--- config.mk ---
export PLATFORM = sky130hd
export DESIGN_NAME = xdfil_mc
export DESIGN_NICKNAME = d
export VERILOG_FILES = /design/src/rtl/xdfil_mc.sv
export SDC_FILE = /design/constraint.sdc
export NUM_CORES = 1
export LEC_CHECK = 0
export BUFFER_PORTS_ARGS = -buffer_cell sky130_fd_sc_hd__buf_2
export CAP_MARGIN = 10
export CORE_MARGIN = 4
export CORE_UTILIZATION = 56
export CTS_CLUSTER_SIZE = 10
export DETAILED_ROUTE_END_ITERATION = 10
export GPL_TIMING_DRIVEN = 0
export PLACE_DENSITY = 0.85
export SLEW_MARGIN = 40
export SYNTH_ARGS = -nofsm -noshare
export SYNTH_HDL_FRONTEND = slang
export SYNTH_SLANG_ARGS = --single-unit
export TNS_END_PERCENT = 20
--- constraint.sdc ---
create_clock -name xdfil_clk -period 6.1 [get_ports xdfil_clk]
set_clock_uncertainty 0.2 [all_clocks]
set_input_delay 0.61 -clock xdfil_clk [delete_from_list [all_inputs] [get_ports xdfil_clk]]
set_output_delay 0.61 -clock xdfil_clk [all_outputs]
set_load 0.01 [all_outputs]
--- src/rtl/xdfil_mc.sv ---
// xdfil_mc: buffers scheduler commands in xdfilram as a circular FIFO and
// dispatches them in order as tagged requests on per-channel DMA ports.
module xdfil_mc #(
  parameter int RAM_DEPTH = 128,
  parameter int RAM_WIDTH = 32,
  parameter int NUM_CH = 2,
  parameter int TAG_W = 8,
  parameter int HIGH_WM = 96,
  localparam int CH_W = (NUM_CH > 1) ? $clog2(NUM_CH) : 1,
  localparam int AW = $clog2(RAM_DEPTH),
  localparam int REQ_W = RAM_WIDTH + TAG_W
) (
  input  logic                             xdfil_clk,
  input  logic                             xdfil_rst_n,
  input  logic                             sch2xdfil_valid,
  input  logic [RAM_WIDTH-1:0]             sch2xdfil_data,
  output logic                             sch2xdfil_stall,
  output logic [NUM_CH-1:0]                xdfil2dma_req_valid,
  output logic [NUM_CH-1:0][REQ_W-1:0]     xdfil2dma_req_data,
  input  logic [NUM_CH-1:0]                xdfil2dma_req_stall,
  output logic                             xdfilram_wen,
  output logic [AW-1:0]                    xdfilram_waddr,
  output logic [RAM_WIDTH-1:0]             xdfilram_wdata,
  output logic                             xdfilram_ren,
  output logic [AW-1:0]                    xdfilram_raddr,
  input  logic [RAM_WIDTH-1:0]             xdfilram_rdata,
  input  logic                             xdfil_intr_clr,
  output logic                             xdfil_intr
);
  typedef enum logic [1:0] {IDLE, RD, WAIT, SEND} state_t;
  state_t state_q, state_d;
  logic [AW:0] used_q, used_d, count_q, count_d;
  logic [AW-1:0] wptr_q, rptr_q, waddr_q;
  logic [RAM_WIDTH-1:0] wdata_q;
  logic wen_q, err_q, err_d, intr_q;
  logic [CH_W-1:0] ch_q, rd_ch;
  logic [NUM_CH-1:0][TAG_W-1:0] tag_q;
  logic [NUM_CH-1:0][REQ_W-1:0] req_data_q;
  logic push, pop, bad, accept;
  always_comb begin
    sch2xdfil_stall = used_q == (AW+1)'(RAM_DEPTH);
    push = sch2xdfil_valid && !sch2xdfil_stall;
    rd_ch = xdfilram_rdata[RAM_WIDTH-1 -: CH_W];
    bad = state_q == WAIT && {1'b0, rd_ch} >= (CH_W+1)'(NUM_CH);
    accept = state_q == SEND && !xdfil2dma_req_stall[ch_q];
    pop = bad || accept;
    state_d = state_q == IDLE ? (count_q != '0 ? RD : IDLE) :
              state_q == RD   ? WAIT :
              state_q == WAIT ? (bad ? IDLE : SEND) :
                                (accept ? IDLE : SEND);
    used_d = used_q + (AW+1)'(push) - (AW+1)'(pop);
    // count trails used by one cycle so a read never targets a write still in flight
    count_d = count_q + (AW+1)'(wen_q) - (AW+1)'(pop);
    err_d = (err_q && !xdfil_intr_clr) || bad;
  end
  assign xdfil2dma_req_valid = state_q == SEND ? NUM_CH'(1) << ch_q : '0;
  assign xdfil2dma_req_data = req_data_q;
  assign xdfilram_wen = wen_q;
  assign xdfilram_waddr = waddr_q;
  assign xdfilram_wdata = wdata_q;
  assign xdfilram_ren = state_q == RD;
  assign xdfilram_raddr = rptr_q;
  assign xdfil_intr = intr_q;
  always_ff @(posedge xdfil_clk or negedge xdfil_rst_n) begin
    if (!xdfil_rst_n) begin
      state_q <= IDLE;
      used_q <= '0;
      count_q <= '0;
      wptr_q <= '0;
      rptr_q <= '0;
      waddr_q <= '0;
      wdata_q <= '0;
      wen_q <= 1'b0;
      err_q <= 1'b0;
      intr_q <= 1'b0;
      ch_q <= '0;
      tag_q <= '0;
      req_data_q <= '0;
    end else begin
      state_q <= state_d;
      used_q <= used_d;
      count_q <= count_d;
      wen_q <= push;
      if (push) begin
        waddr_q <= wptr_q;
        wdata_q <= sch2xdfil_data;
        wptr_q <= wptr_q + AW'(1);
      end
      rptr_q <= rptr_q + AW'(pop);
      err_q <= err_d;
      intr_q <= err_q || used_q >= (AW+1)'(HIGH_WM);
      if (state_q == WAIT && !bad) begin
        ch_q <= rd_ch;
        req_data_q[rd_ch] <= {xdfilram_rdata, tag_q[rd_ch]};
      end
      if (accept) tag_q[ch_q] <= tag_q[ch_q] + TAG_W'(1);
    end
  end
endmodule

# Word level (Yosys, flattened, before mapping)
# Cells that the tools add are included.
[op_classes] addsub=7 n_lt_le_gt_ge=5 eq_ne=4 shifts=1 n_mux=18 n_reduce_logical=11
[op_table] operator="$bwmux 80" n=1
[op_table] operator="$demux 40 s1" n=1
[op_table] operator="$mux 40" n=1
[op_table] operator="$mux 8" n=5
[op_table] operator="$add 8x1->8" n=2
[op_table] operator="$bwmux 16" n=1
[op_table] operator="$sub 8x1->8" n=2
[op_table] operator="$mux 2" n=5
[op_table] operator="$add 8x1->8 const B" n=1
[op_table] operator="$demux 8 s1" n=1
[op_table] operator="$eq 8x8->1 const B" n=1
[op_table] operator="$ge 8x7->1 const B" n=1
[op_table] operator="$reduce_bool 8->1" n=1
[op_table] operator="$add 7x1->7" n=1
[op_table] operator="$add 7x1->7 const B" n=1
[op_table] operator="$logic_and 1x1->1" n=5
[op_table] operator="$eq 2x2->1 const B" n=2
[op_table] operator="$lt 1x2->1 const B" n=2
[op_table] operator="$logic_not 1->1" n=3
[op_table] operator="$mux 1" n=3
[op_table] operator="$eq 2x1->1 const B" n=1
[op_table] operator="$ge 1x1->1 const B" n=2
[op_table] operator="$logic_not 2->1" n=1
[op_table] operator="$shl 1x1->2 const A" n=1
[op_table] operator="$logic_or 1x1->1" n=1
[totals] regBits=171 wordCells=61

# Longest topological paths before layout
[depth] depth_word=8 mapped_depth=14

# Worst setup path before layout
# Ideal clock, no wire load.
[synth_timing] path_type="reg-to-reg" startpoint="register used_q[2]" endpoint="register used_q[6]" setup_time_ps=133 arrival_time_ps=2816 slack_ps=2950 stages_incl_launch_ff=15 period_less_slack_ps=3150 cell_sequence="dfrtp_1 inv_1 ha_1 or3b_4 o21ai_4 buf_2 ha_1 inv_1 ha_1 inv_1 fa_1 nand2b_1 a21oi_1 o21a_1 o211ai_1"
[synth_via] elab_chain_cells=5
[synth_lines] item="start: declaration" line="32" source="logic [AW:0] used_q, used_d, count_q, count_d;"
[synth_lines] item="start signal: assignment" line="81" source="used_q <= used_d;"
[synth_lines] item="$eq 8x8->1" line="41" source="sch2xdfil_stall = used_q == (AW+1)'(RAM_DEPTH);"
[synth_lines] item="$logic_not 1->1" line="42" source="push = sch2xdfil_valid && !sch2xdfil_stall;"
[synth_lines] item="$logic_and 1x1->1" line="42"
[synth_lines] item="$add 8x1->8 (*)" line="51" source="used_d = used_q + (AW+1)'(push) - (AW+1)'(pop);"
[synth_lines] item="$sub 8x1->8 (*)" line="51"
[synth_lines] item="net used_d[6]" line="32"
# Mark *: on every way through the listed nets, which the timed path passes. The rest lies on a longest branch.
# A chain may end at the register's enable or synchronous reset.

# Final worst setup path
[layout_timing] startpoint="register used_q[3]" endpoint="register used_q[6]"
# Same word-level chain as after synthesis.

==> flow_summary_export.csv <==
group,metric,value,unit
finish,mostFrequentLayoutCell,"buf_2",
power,clkPwrFrac,22.7,%
finish,final_nets,929,
power,p_sw_share,35.4,%
clock_tree,h-tree-depth,4,
global_route,grt_pass1_vias,5685,
finish,antenna_cells,0,
sta,tns,0,ns
global_route,grt_pass1_wl,27800,µm
sta,grt_setup_unrepaired,"no",
synthesis,synth-seq-area-share,59.3,%
power,internal_power,3110,µW
clock_tree,cts_sinks,171,
sta,layout_worst_path_cycle_share,58.0,%
routing,top_layer,"met4",
routing,drt_iter0_drc,345,
synthesis,yosys.cell_types.count,40,
outcome,status,"finished, final reports clean",
routing,met3_length,1020,µm
synthesis,avgSynthCellArea,11.9,µm²
job,max_cap_viol_count,0,
power,power_density,528,nW/µm²
clock_tree,cts_tree,"yes",
floorplanning,ios,202,
routing,first_pass_iters,4,
floorplanning,die_height,122,µm
sta,worst_slew_pin_slew,0.562,ns
sta,hold_violations,0,
clock_tree,cts-root-buf,"clkbuf_16",
synthesis,synth-edff-count,0,
routing,wl_met2,9140,µm
clock_tree,postCtsResizedCells,0,
synthesis,ys.flop_type,"dfrtp_1",
clock_tree,clk_latency,0.42,ns
synthesis,ys_warn_count,0,
worst_setup_path,r2r-start,"used_q[3]$_DFF_PN0_",
synthesis,synthesis.area,7220,µm²
clock_tree,cts_made_buffers,17,
worst_setup_path,critPathKind,"reg2reg",
min_path,min-delay-path-class,"in2reg",
routing,dr_total_vias,5332,
worst_setup_path,cp-start-kind,"flip-flop",
sta,report.final.slew_viol_count,0,
worst_setup_path,crit_fanout,10,
finish,drive_above_1_share,39.7,%
routing,drtAntennaViolNets,0,
min_path,holdPathStages,2,
place,io_buffer_count,201,
worst_setup_path,path_cells,"inv_1 -> ha_1 -> or3b_4 -> o21ai_4 -> buf_2 -> ha_1 -> inv_1 -> ha_1 -> inv_1 -> fa_1 -> nand2b_1 -> a21oi_1 -> o21a_1 -> o211ai_1",
global_route,grt_max_degree,76,
synthesis,syn_inst,606,
worst_setup_path,worstPathRequired,6.18,ns
power,total_power,4820,µW
min_path,hold_start,"xdfil_intr_clr",
global_route,overflow,0,
floorplanning,start_util,57.2,%
routing,wl_per_cell,16.7,µm
worst_setup_path,r2r_slack,2.56,ns
worst_setup_path,critical_path_depth,14,
finish,syn_to_final_growth,26.3,%
worst_setup_path,cpLargestDelayFamily,"adder cells",
worst_setup_path,crit_path_top_delay_cell,"or3b_4",
power,p_seq_share,38.5,%
finish,final_cell_mix,"buf_2 (217), dfrtp_1 (171), nand2_1 (138), mux2_2 (79), inv_1 (32)",
sta,max_freq,283,MHz
finish,instances_no_fill,1013,
clock_tree,clk_pin_slew_worst_paths,0.06,ns
power,ir_drop,0.298,mV
synthesis,syn-num-nets,706,
routing,wl,16900,µm
worst_setup_path,critPathBufInv,4,
worst_setup_path,r2r_end,"used_q[6]$_DFF_PN0_",
worst_setup_path,reg2regPathDepth,14,
finish,fill_cells,880,
global_route,grtUsageTotal,23.9,%
floorplanning,die_area,14800,µm²
floorplanning,dieWidth,122,µm
place,post-dp-hpwl,12400,µm
worst_setup_path,cpPeakStageDelay,0.41,ns
floorplanning,core_area,12600,µm²
sta,period_minus_slack,3.54,ns
synthesis,ys_seq_elements,171,
worst_setup_path,cp.arrival,3.62,ns
power,p_comb_share,38.8,%
floorplanning,rows,41,
min_path,hold_end,"err_q$_DFF_PN0_",
power,power_switching,1700,µW
global_route,antenna_found_initial,0,
place,gp_congestion,0.857,
sta,slew_headroom,62.2,%
worst_setup_path,crit_path_end_kind,"flip-flop",
routing,viasPerCell,5.26,
sta,setup_viol,0,
clock_tree,cts_buffer_depth,2,
routing,drc_errors,0,
power,p_leak,0.00476,µW
place,dpl.cell_count,981,
synthesis,async_flop_share,100,%
routing,drt-met1-wl,6480,µm
[synth_stat cells, types with 3 or more instances]
master	count	area, µm²
dfrtp_1	171	4280
nand2_1	138	518
mux2_2	79	890
inv_1	32	120
ha_1	28	350
xnor2_1	22	193
nor2_1	18	67.6
buf_2	17	85.1
nand3_1	14	70.1
xor2_1	10	87.6
a21oi_1	9	45.0
o21ai_0	9	45.0
nand2b_1	6	37.5
nand3b_1	6	45.0
nand4_1	5	31.3
o211ai_1	5	37.5
or3_1	4	25.0
mux2i_1	3	30.0
[kinds of logic after synthesis]
| family | Yosys count | share of synthesized area (%) |
|---|---|---|
| simple gates | 203 | 12.3 |
| flops | 171 | 59.3 |
| mux | 83 | 12.9 |
| buf+inv | 54 | 3.26 |
| compound gates | 33 | 3.00 |
| xor+xnor | 32 | 3.88 |
| fa+ha+maj | 30 | 5.41 |
[metrics by stage]
| step | setup slack [ns] | hold WS (ns) | area, µm² | util (%) |
|---|---|---|---|---|
| 4_1_cts | 2.53 | 0.135 | 9110 | 72.2 |
| 3_3_place_gp | 1.83 | 0.255 | 8440 | 66.9 |
| 2_1_floorplan | 2.95 | 0.114 | 7220 | - |
| 3_5_place_dp | 2.57 | 0.257 | 8500 | 67.4 |
| 6_report | 2.56 | 0.141 | 9110 | 72.2 |
| 5_1_grt | 2.32 | 0.140 | 9110 | 72.2 |
[repair_timing]
action / CTS / global route
buffers inserted: 0 / 0
hold buffers: 1 / 0
endpoints found under the hold margin: 23 / 0
[how the worst max path moves through the flow]
| stage | end | slack (ns) | startpoint |
|---|---|---|---|
| after CTS | used_q[6]$_DFF_PN0_ | 2.53 | used_q[3]$_DFF_PN0_ |
| after global routing | used_q[6]$_DFF_PN0_ | 2.32 | used_q[3]$_DFF_PN0_ |
| after global placement | xdfilram_wdata[17]$_DFFE_PN0P_ | 1.83 | xdfil_rst_n |
| after detailed placement | used_q[6]$_DFF_PN0_ | 2.57 | used_q[3]$_DFF_PN0_ |
| final | used_q[6]$_DFF_PN0_ | 2.56 | used_q[3]$_DFF_PN0_ |
| after floorplan | used_q[6]$_DFF_PN0_ | 2.95 | used_q[2]$_DFF_PN0_ |
[power by group through the flow]
stage / logic (µW) / clock network [µW] / registers (µW)
floorplan: 1080 / 0 / 1950
CTS: 1890 / 1110 / 1850
global placement: 1740 / 0 / 1820
finish: 1870 / 1090 / 1850
global route: 2090 / 1170 / 1900
detailed placement: 1870 / 0 / 1860
[layer usage]
metal | global-route usage, % | up-vias
met3 | 5.97 | 24
met2 | 42.1 | 193
met4 | 8.26 | 0
li1 | - | 2456
met5 | 0 | -
met1 | 28.7 | 2659
[cell type report]
| class | instances | area, µm² | area share, % |
|---|---|---|---|
| flip-flops and latches | 171 | 4280 | 47.0 |
| multi-input cells | 381 | 2700 | 29.7 |
| repair buffers | 204 | 1080 | 11.9 |
| clock buffers | 20 | 457 | 5.01 |
| well taps | 172 | 215 | 2.36 |
| clock inverters | 11 | 143 | 1.57 |
| inverters | 33 | 124 | 1.36 |
| plain buffers | 21 | 111 | 1.22 |
[sequential cells by signal (all words and copies together) (netlist names)]
register and flops:
xdfilram_waddr 7, xdfilram_wdata 32, state_q 2, ch_q 1
xdfil_intr 1, xdfilram_wen 1, xdfil2dma_req_data 80, xdfilram_raddr 7
err_q 1, wptr_q 7, tag_q 16, count_q 8
used_q 8
Power figures use the tool's default switching activity.
